[src/rtl/window_gen_pkg.sv]
// Shared types and helpers for the 3x3 window generator.
package window_gen_pkg;

    localparam int PIX_W = 8;

    typedef enum logic [1:0] {
        RST_WAIT = 2'd0,
        RUN      = 2'd1,
        FLUSH    = 2'd2
    } state_e;

    // Byte position of window element (r,c); r=0 is the oldest row, c=0 the oldest column.
    function automatic int idx(input int r, input int c);
        return r * 3 + c;
    endfunction

endpackage

[src/rtl/window_gen_3x3_shift3.sv]
// Three-stage pixel shift register for one window row; taps_o[0] holds the oldest column.
module win_shift3
    import window_gen_pkg::*;
(
    input  logic                  clk,
    input  logic                  reset,
    input  logic                  en_i,
    input  logic [PIX_W-1:0]      din_i,
    output logic [2:0][PIX_W-1:0] taps_o
);

    logic [2:0][PIX_W-1:0] taps_q;
    logic [2:0][PIX_W-1:0] taps_d;

    always_comb begin
        taps_d = taps_q;
        if (en_i) begin
            taps_d = {din_i, taps_q[2], taps_q[1]};
        end
    end

    always_ff @(posedge clk) begin
        // NOTE: these taps drive win_data directly, so unlike RAM storage they are reset to give a defined window.
        if (reset) begin
            taps_q <= '0;
        end else begin
            taps_q <= taps_d;
        end
    end

    assign taps_o = taps_q;

endmodule

[src/rtl/window_gen_3x3.sv]
// 3x3 window generator driving two external FWFT line-delay FIFOs.
// Optional start-of-frame checking is built when WINDOW_GEN_SOF_CHECK_EN is defined.
module window_gen_3x3
    import window_gen_pkg::*;
#(
    parameter int IMG_WIDTH  = 640,
    parameter int IMG_HEIGHT = 480,
    parameter int RST_HOLD   = 16
) (
    input  logic               clk,
    input  logic               reset,
    input  logic               pix_valid,
    input  logic [PIX_W-1:0]   pix_data,
    input  logic               pix_sof,
    output logic               in_ready,
    output logic               f0_wre,
    output logic [PIX_W-1:0]   f0_din,
    output logic               f0_rde,
    input  logic [PIX_W-1:0]   f0_dout,
    output logic               f1_wre,
    output logic [PIX_W-1:0]   f1_din,
    output logic               f1_rde,
    input  logic [PIX_W-1:0]   f1_dout,
    output logic               win_valid,
    output logic [9*PIX_W-1:0] win_data
`ifdef WINDOW_GEN_SOF_CHECK_EN
    ,
    output logic               sof_err
`endif
);

    localparam int COL_W   = $clog2(IMG_WIDTH);
    localparam int ROW_W   = $clog2(IMG_HEIGHT);
    localparam int CNT_MAX = (RST_HOLD > IMG_WIDTH) ? RST_HOLD : IMG_WIDTH;
    localparam int CNT_W   = $clog2(CNT_MAX + 1);

    localparam logic [COL_W-1:0] COL_LAST  = COL_W'(IMG_WIDTH - 1);
    localparam logic [ROW_W-1:0] ROW_LAST  = ROW_W'(IMG_HEIGHT - 1);
    localparam logic [CNT_W-1:0] HOLD_LAST = CNT_W'(RST_HOLD - 1);
    localparam logic [CNT_W-1:0] LINE_LEN  = CNT_W'(IMG_WIDTH);

    state_e           state_q, state_d;
    logic [COL_W-1:0] col_q, col_d;
    logic [ROW_W-1:0] row_q, row_d;
    logic [CNT_W-1:0] cnt_q, cnt_d;
    logic             win_valid_q, win_valid_d;

    logic             accept;
    logic             take;
    logic             row_ge1, row_ge2, col_ge2;
    logic             last_pix;
    logic [CNT_W-1:0] f0_len, f1_len;

    logic [2:0][PIX_W-1:0] tap_old, tap_mid, tap_new;

    assign row_ge1  = (row_q != '0);
    assign row_ge2  = (row_q >= ROW_W'(2));
    assign col_ge2  = (col_q >= COL_W'(2));
    assign last_pix = (row_q == ROW_LAST) && (col_q == COL_LAST);

`ifdef WINDOW_GEN_SOF_CHECK_EN
    logic             sof_err_q, sof_err_d;
    logic [CNT_W-1:0] f0_len_q, f0_len_d;
    logic [CNT_W-1:0] f1_len_q, f1_len_d;
    logic             sof_bad;

    assign sof_bad = pix_sof && ((row_q != '0) || (col_q != '0));
    assign f0_len  = f0_len_q;
    assign f1_len  = f1_len_q;
    assign sof_err = sof_err_q;
`else
    logic unused_sof;

    assign unused_sof = pix_sof;
    assign f0_len     = LINE_LEN;
    assign f1_len     = LINE_LEN;
`endif

    always_comb begin
        // NOTE: every output of this block gets a default first, so no path can infer a latch.
        state_d     = state_q;
        cnt_d       = cnt_q;
        col_d       = col_q;
        row_d       = row_q;
        win_valid_d = 1'b0;
        in_ready    = 1'b0;
        accept      = 1'b0;
        take        = 1'b0;
        f0_wre      = 1'b0;
        f0_rde      = 1'b0;
        f1_wre      = 1'b0;
        f1_rde      = 1'b0;
        f0_din      = pix_data;
        f1_din      = f0_dout;
`ifdef WINDOW_GEN_SOF_CHECK_EN
        sof_err_d   = sof_err_q;
        f0_len_d    = f0_len_q;
        f1_len_d    = f1_len_q;
`endif

        unique case (state_q)
            RST_WAIT: begin
                if (cnt_q == HOLD_LAST) begin
                    state_d = RUN;
                    cnt_d   = '0;
                end else begin
                    cnt_d = cnt_q + 1'b1;
                end
            end

            RUN: begin
                in_ready = 1'b1;
                accept   = pix_valid;
`ifdef WINDOW_GEN_SOF_CHECK_EN
                // A misplaced SOF drops the pixel and drains exactly what the FIFOs hold at this point.
                if (accept && sof_bad) begin
                    sof_err_d = 1'b1;
                    state_d   = FLUSH;
                    cnt_d     = '0;
                    row_d     = '0;
                    col_d     = '0;
                    f0_len_d  = (row_q == '0) ? CNT_W'(col_q) : LINE_LEN;
                    f1_len_d  = (row_q == '0)        ? '0 :
                                (row_q == ROW_W'(1)) ? CNT_W'(col_q) : LINE_LEN;
                end else begin
                    take = accept;
                end
`else
                take = accept;
`endif
                if (take) begin
                    f0_wre      = 1'b1;
                    f0_rde      = row_ge1;
                    f1_wre      = row_ge1;
                    f1_rde      = row_ge2;
                    win_valid_d = row_ge2 && col_ge2;
                    if (col_q == COL_LAST) begin
                        col_d = '0;
                        row_d = (row_q == ROW_LAST) ? '0 : row_q + 1'b1;
                    end else begin
                        col_d = col_q + 1'b1;
                    end
                    if (last_pix) begin
                        state_d  = FLUSH;
                        cnt_d    = '0;
`ifdef WINDOW_GEN_SOF_CHECK_EN
                        f0_len_d = LINE_LEN;
                        f1_len_d = LINE_LEN;
`endif
                    end
                end
            end

            FLUSH: begin
                f0_rde = 1'b1;
                f1_rde = (cnt_q < f1_len);
                if (cnt_q == f0_len - 1'b1) begin
                    state_d = RUN;
                    cnt_d   = '0;
                end else begin
                    cnt_d = cnt_q + 1'b1;
                end
            end

            default: state_d = RST_WAIT;
        endcase
    end

    always_ff @(posedge clk) begin
        // NOTE: state registers use non-blocking assignments so every flop samples pre-edge values.
        if (reset) begin
            state_q     <= RST_WAIT;
            cnt_q       <= '0;
            col_q       <= '0;
            row_q       <= '0;
            win_valid_q <= 1'b0;
        end else begin
            state_q     <= state_d;
            cnt_q       <= cnt_d;
            col_q       <= col_d;
            row_q       <= row_d;
            win_valid_q <= win_valid_d;
        end
    end

`ifdef WINDOW_GEN_SOF_CHECK_EN
    always_ff @(posedge clk) begin
        if (reset) begin
            sof_err_q <= 1'b0;
            f0_len_q  <= LINE_LEN;
            f1_len_q  <= LINE_LEN;
        end else begin
            sof_err_q <= sof_err_d;
            f0_len_q  <= f0_len_d;
            f1_len_q  <= f1_len_d;
        end
    end
`endif

    win_shift3 u_row_old (
        .clk    (clk),
        .reset  (reset),
        .en_i   (take),
        .din_i  (f1_dout),
        .taps_o (tap_old)
    );

    win_shift3 u_row_mid (
        .clk    (clk),
        .reset  (reset),
        .en_i   (take),
        .din_i  (f0_dout),
        .taps_o (tap_mid)
    );

    win_shift3 u_row_new (
        .clk    (clk),
        .reset  (reset),
        .en_i   (take),
        .din_i  (pix_data),
        .taps_o (tap_new)
    );

    always_comb begin
        win_data = '0;
        for (int c = 0; c < 3; c++) begin
            win_data[PIX_W*idx(0, c) +: PIX_W] = tap_old[c];
            win_data[PIX_W*idx(1, c) +: PIX_W] = tap_mid[c];
            win_data[PIX_W*idx(2, c) +: PIX_W] = tap_new[c];
        end
    end

    assign win_valid = win_valid_q;

endmodule

[config.mk]
export PLATFORM = sky130hd
export DESIGN_NAME = window_gen_3x3
export DESIGN_NICKNAME = d
export VERILOG_FILES = /design/src/rtl/window_gen_pkg.sv /design/src/rtl/window_gen_3x3_shift3.sv /design/src/rtl/window_gen_3x3.sv
export SDC_FILE = /design/constraint.sdc
export NUM_CORES = 1
export LEC_CHECK = 0
export BUFFER_PORTS_ARGS = -buffer_cell sky130_fd_sc_hd__buf_2
export CAP_MARGIN = 20
export CORE_MARGIN = 5
export CORE_UTILIZATION = 45
export DETAILED_ROUTE_END_ITERATION = 8
export PLACE_DENSITY = 0.68
export SETUP_SLACK_MARGIN = 0.02
export SYNTH_ARGS = -nofsm -noshare
export SYNTH_HDL_FRONTEND = slang
export SYNTH_HIERARCHICAL = 1
export SYNTH_SLANG_ARGS = --single-unit
export TNS_END_PERCENT = 30
[constraint.sdc]
create_clock -name clk -period 3.4 [get_ports clk]
set_input_delay 0.17 -clock clk [delete_from_list [all_inputs] [get_ports clk]]
set_output_delay 0.17 -clock clk [all_outputs]
set_load 0.01 [all_outputs]
After elaboration in Yosys (flattened, before gate mapping)
Cells that the tools add are included.
Cells by class
  multiply operators: 0
  divide/modulo/power cells: 0
  multiplexer cells: 21
  reduce and logical (&&, ||, !) cells: 10
  order comparisons: 3
  shifts and indexed selects: 0
  equality and inequality tests: 10
  add/sub/neg operators: 3
  bitwise logic cells: 2
Operator list (count)
  $mux W10: 5
  $pmux W10 S3: 1
  $add A10 B1 Y10 const B: 2
  $eq A10 B10 Y1 const B: 2
  $eq A10 B4 Y1 const B: 1
  $ge A10 B2 Y1 const B: 1
  $lt A10 B10 Y1 const B: 1
  $add A9 B1 Y9 const B: 1
  $eq A9 B9 Y1 const B: 1
  $ge A9 B2 Y1 const B: 1
  $mux W9: 1
  $reduce_bool A9 Y1: 1
  $mux W2: 4
  $ne A2 B2 Y1 const B: 4
  $mux W1: 7
  $pmux W2 S3: 1
  $reduce_and A3 Y1: 2
  $pmux W1 S2: 2
  $reduce_and A4 Y1: 1
  $reduce_bool A3 Y1: 1
  $reduce_or A3 Y1: 1
  $eq A2 B1 Y1 const B: 1
  $eq A2 B2 Y1 const B: 1
  $logic_and A1 B1 Y1: 2
  other kinds (3): 4
Word-level totals
  memories: 0
  latch bits: 0
  output and inout port bits: 94
  ROM bits: 0
  word-level logic and storage cells: 63
  register bits after elaboration: 104
  bits in writable memories: 0

Depth between registers and ports, before layout
  word-level depth: 5
  gate-level depth with buffers: 8

By module
Netlist, hierarchy kept.
Modules (own cells, without submodules)
  win_shift3: times used 3, cells each 77, area each 869.6 µm²
  window_gen_3x3: times used 1, cells each 224, area each 1910.6 µm²

Worst setup path after synthesis
OpenSTA, ideal clock, no wires.
  kind: flip-flop to flip-flop
  start point: register state_q[1]
  end point: register row_q[8]
  period minus slack after synthesis: 1.835 ns
  setup slack: 1.565 ns
  arrival: 1.708 ns
  required time: 3.272 ns
  stages on the path, launching flop included: 9
  path through: dfxtp_1 inv_1 ha_1 and4_4 and4_4 buf_6 and3_2 mux2i_1 nor2_1
On the way
  cells in the longest elaborated chain, start to end: 2
RTL lines
  start: declaration: RTL line window_gen_3x3.sv:42  | state_e state_q, state_d;
  start signal: assignment: RTL line window_gen_3x3.sv:178  | state_q <= state_d;
  $eq A2 B1 Y1: RTL line window_gen_3x3.sv:101  | unique case (state_q)
  $reduce_and A3 Y1 (no line)
  end signal: assignment: RTL line window_gen_3x3.sv:181  | row_q <= row_d;
  end: declaration: RTL line window_gen_3x3.sv:44  | logic [ROW_W-1:0] row_q, row_d;
Every way passes these cells.
A chain may end at the register's enable or synchronous reset.

Worst setup path in the final report
  start point: register state_q[1]
  end point: output f1_rde
On the way
  cells in the longest elaborated chain, start to end: 2
  elaborated cells on any way between the ends: 3
RTL lines
  $eq A2 B2 Y1 / $eq A2 B1 Y1 (equally long branches): RTL line window_gen_3x3.sv:101
  $pmux W1 S2 (*): RTL line window_gen_3x3.sv:101
  end: declaration: RTL line window_gen_3x3.sv:22  | output logic f1_rde,
Every way passes the cells marked *; elsewhere a longest branch is shown, timed or not.

==> impl_results.md <==
- R2R Path End: u_row_mid/taps_o[2]
- Cell chain of the critical path: inv_1, ha_1, nand2_1, inv_4, o31ai_1, a21boi_0, buf_2
- Synth Instances: 455
- Unrepaired setup endpoints after global routing: false
- Port Buffers: 120
- Worst path depth: 7
- Ys flop type: dfxtp_1
- Max-cap violations: 0
- Post-Syn Nets: between 400 and 500
- DR WL/cell: about 14 microns
- Largest net degree at the start of global routing: 46
- EDFF count, synth: 0
- Synth cell types: 44
- Number of global-route vias before repair: between 3k and 4k
- Crit-path max FO: 34
- GRT busiest layer: met2
- Postcts setup bufs: 0
- DRC violations left: 0
- Tmin final: between 2 and 2.5 ns
- Critical Path RT: ~3.2 ns
- H-tree depth: 3
- Layout cells sized above 1: a little over a quarter
- Clock slew at reported path FFs: approximately 0.10 ns
- Yosys top cell by area: dfxtp_1
- Leakage power total: ~2.1 nW
- Met1 usage: 17.7%
- GRT Total Usage: ~15%
- Crit Path Category: register to primary output
- Critical R2R Launch: state_q[1]
- CTS tree: built
- Hold WC Path Type: primary input to register
- PwrDens: 386 nW/um^2
- Final period util: between 70% and 80%
- R2R setup slack: approximately 1.2 ns
- Headroom to the max-slew limit: a little over three fifths
- Post-synth top area share: approximately 46%
- Io pins: about 120
- Die X: roughly 110 microns
- CTS Buf Count: 9
- Peak VDD IR: approximately 0.00021 V
- CTS root buffer: clkbuf_8
- Netlist Area Pre-Place: 4520 sq um
- Die H: 110 microns
- Multi-input logic area: about 2100 sq um
- Seq. cell area: around 2100 sq um
- Max Transition Viols Final: 0
- Fillers: between 900 and 1k
- Worst-Skew Late Latency: roughly 0.36 ns
- Pre-CTS WS: between 1 and 1.5 ns
- Outcome: completed
- Crit path capture: f1_rde
- Async SR Flop Fraction: 0%
- Final std cells w/o fill: 688
- Final setup violation count: 0
- Critical path buffer and inverter count: 3
- Global-route wire length before repair: about 14 mm
- GP Congestion: between 0.7 and 0.8
- Met3 GRT Util: under 10%
- CP top delay family: buffers and inverters
- Routed WL: about 9.3 mm
- Crit-path slowest cell: inv_4
- Final setup margin: between 0.9 and 1 ns
- Total number of vias: between 3k and 4k
- CP max stage delay: roughly 0.44 ns
- Worst Setup SP: state_q[1]
- Crit path launch type: register
- GRT met2 Usage: between 20% and 30%
- Fin nets: between 500 and 600
- Synthesis-to-layout area growth: 14.1%
- Setup crit end kind: primary output
- Core ar.: 9770 sq um
- Antenna violations before repair: 0
- Worst clock skew: about 0.014 ns
- Worst R2R Path Depth: 7
- CTS Hold Bufs: 0
- Initial Utilization: between 40% and 50%
- Antenna Nets Post-Route: 0
- Grt ovf: 0
- Achievable Freq: roughly 0.41 GHz
- Avg Cell Area, Syn: ~10 sq um
- Vias per inst: between 4 and 5
- Longest Clk Path Bufs: 2
- Placed cells: 673
- CTS sink count: around 100
- Seq/Total Area, Yosys: 46.1%
- Synth top area cells: dfxtp_1 (46%), mux2i_1 (16%), nor2_1 (8.3%)
- Most common cell in the synthesized netlist: dfxtp_1
- FF+latch count, synth: approximately 100
- Top cells by count, synth: dfxtp_1 (104), nor2_1 (100), mux2i_1 (74)
- Post-cts gate resize count: 0
- Rows: 36
- Fin Setup TNS: 0 ns
- Synthesis warning total: 6
- Final hold vios: 0
- Diodes inserted: 0
- Final HPWL DP: roughly 7 mm
- Worst-Margin Slew: roughly 0.56 ns
- DRT iter0 DRCs: 159
- Drt pass-1 iters: 4
- Crit path DAT: 2.27 ns
- Die area: around 12000 sq um
## tightest hold or removal path: stages
cell and delay (ns):
buf_2 0.07, mux2i_1 0.05, nor2_1 0.08
## through the flow
stage / util (%) / cell area (sq um) / total power, mW / hold WS (ns)
floorplan: - / 4520 / 1.30 / 0.242
global placement: 51.0 / 4980 / 1.32 / 0.405
detailed placement: 51.0 / 4980 / 1.32 / 0.412
CTS: 52.8 / 5160 / 2.03 / 0.0263
global route: 52.8 / 5160 / 2.08 / 0.0327
finish: 52.8 / 5160 / 1.99 / 0.0445
## kinds of logic (layout without fill, tap and decap cells)
group	count (synthesis)	count (layout)	share of synthesized area [%]
AOI/OAI and AO/OA	30	30	4.68
xor gates and xnor gates	16	16	3.10
adders and majority gates	9	9	2.49
buffers and inverters	46	146	8.22
DFF	104	104	46.1
muxes	76	76	17.0
and+or+nand+nor	174	174	18.5
## flip-flops by register name, summed over array words and instances, names as in the netlist
| name | flops |
|---|---|
| row_q | 9 |
| win_valid | 1 |
| state_q | 2 |
| u_row_old/taps_o | 24 |
| col_q | 10 |
| u_row_new/taps_o | 24 |
| u_row_mid/taps_o | 24 |
| cnt_q | 10 |
## cell usage in the layout, fill, tap and decap left out, types with 4 or more instances in the layout
master / count
and3_1: 4
inv_1: 7
nand4b_1: 4
xor2_1: 13
nand3b_1: 5
a21oi_1: 8
nand4_1: 8
ha_1: 9
a31oi_1: 7
buf_2: 120
mux2i_1: 74
nand2_1: 19
clkbuf_8: 9
dfxtp_1: 104
nor4_1: 4
nand3_1: 16
nor2_1: 100
## power by group
| group | leakage (nW) | internal (mW) | switching, mW |
|---|---|---|---|
| logic | 1.17 | 0.0267 | 0.0410 |
| clock network | 0.0838 | 0.273 | 0.426 |
| registers | 0.838 | 1.22 | 0.00390 |
| total | 2.10 | 1.52 | 0.471 |
## cell type report
| type | instances | area share (%) |
|---|---|---|
| repair buffers | 123 | 12.3 |
| multi-input cells | 305 | 40.0 |
| clock inverters | 6 | 1.02 |
| clock buffers | 9 | 2.40 |
| inverters | 8 | 0.631 |
| well taps | 133 | 3.23 |
| flip-flops and latches | 104 | 40.4 |
## layer usage
layer	vias up	part of all wire, %
met3	12	6.5
li1	1729	-
met2	96	49
met5	-	0
met4	0	1.7
met1	1597	43
## worst min path at each step
| stage | endpoint | start | cells past startpoint |
|---|---|---|---|
| 2_1_floorplan | u_row_mid/taps_o[15] | reset | 1 |
| 3_3_place_gp | u_row_old/taps_o[16] | f1_dout[0] | 3 |
| 3_5_place_dp | u_row_old/taps_o[20] | f1_dout[4] | 3 |
| 4_1_cts | u_row_old/taps_o[18] | f1_dout[2] | 3 |
| 5_1_grt | u_row_old/taps_o[20] | f1_dout[4] | 3 |
| 6_report | u_row_old/taps_o[18] | f1_dout[2] | 3 |
(Power assumes the default switching activity.)
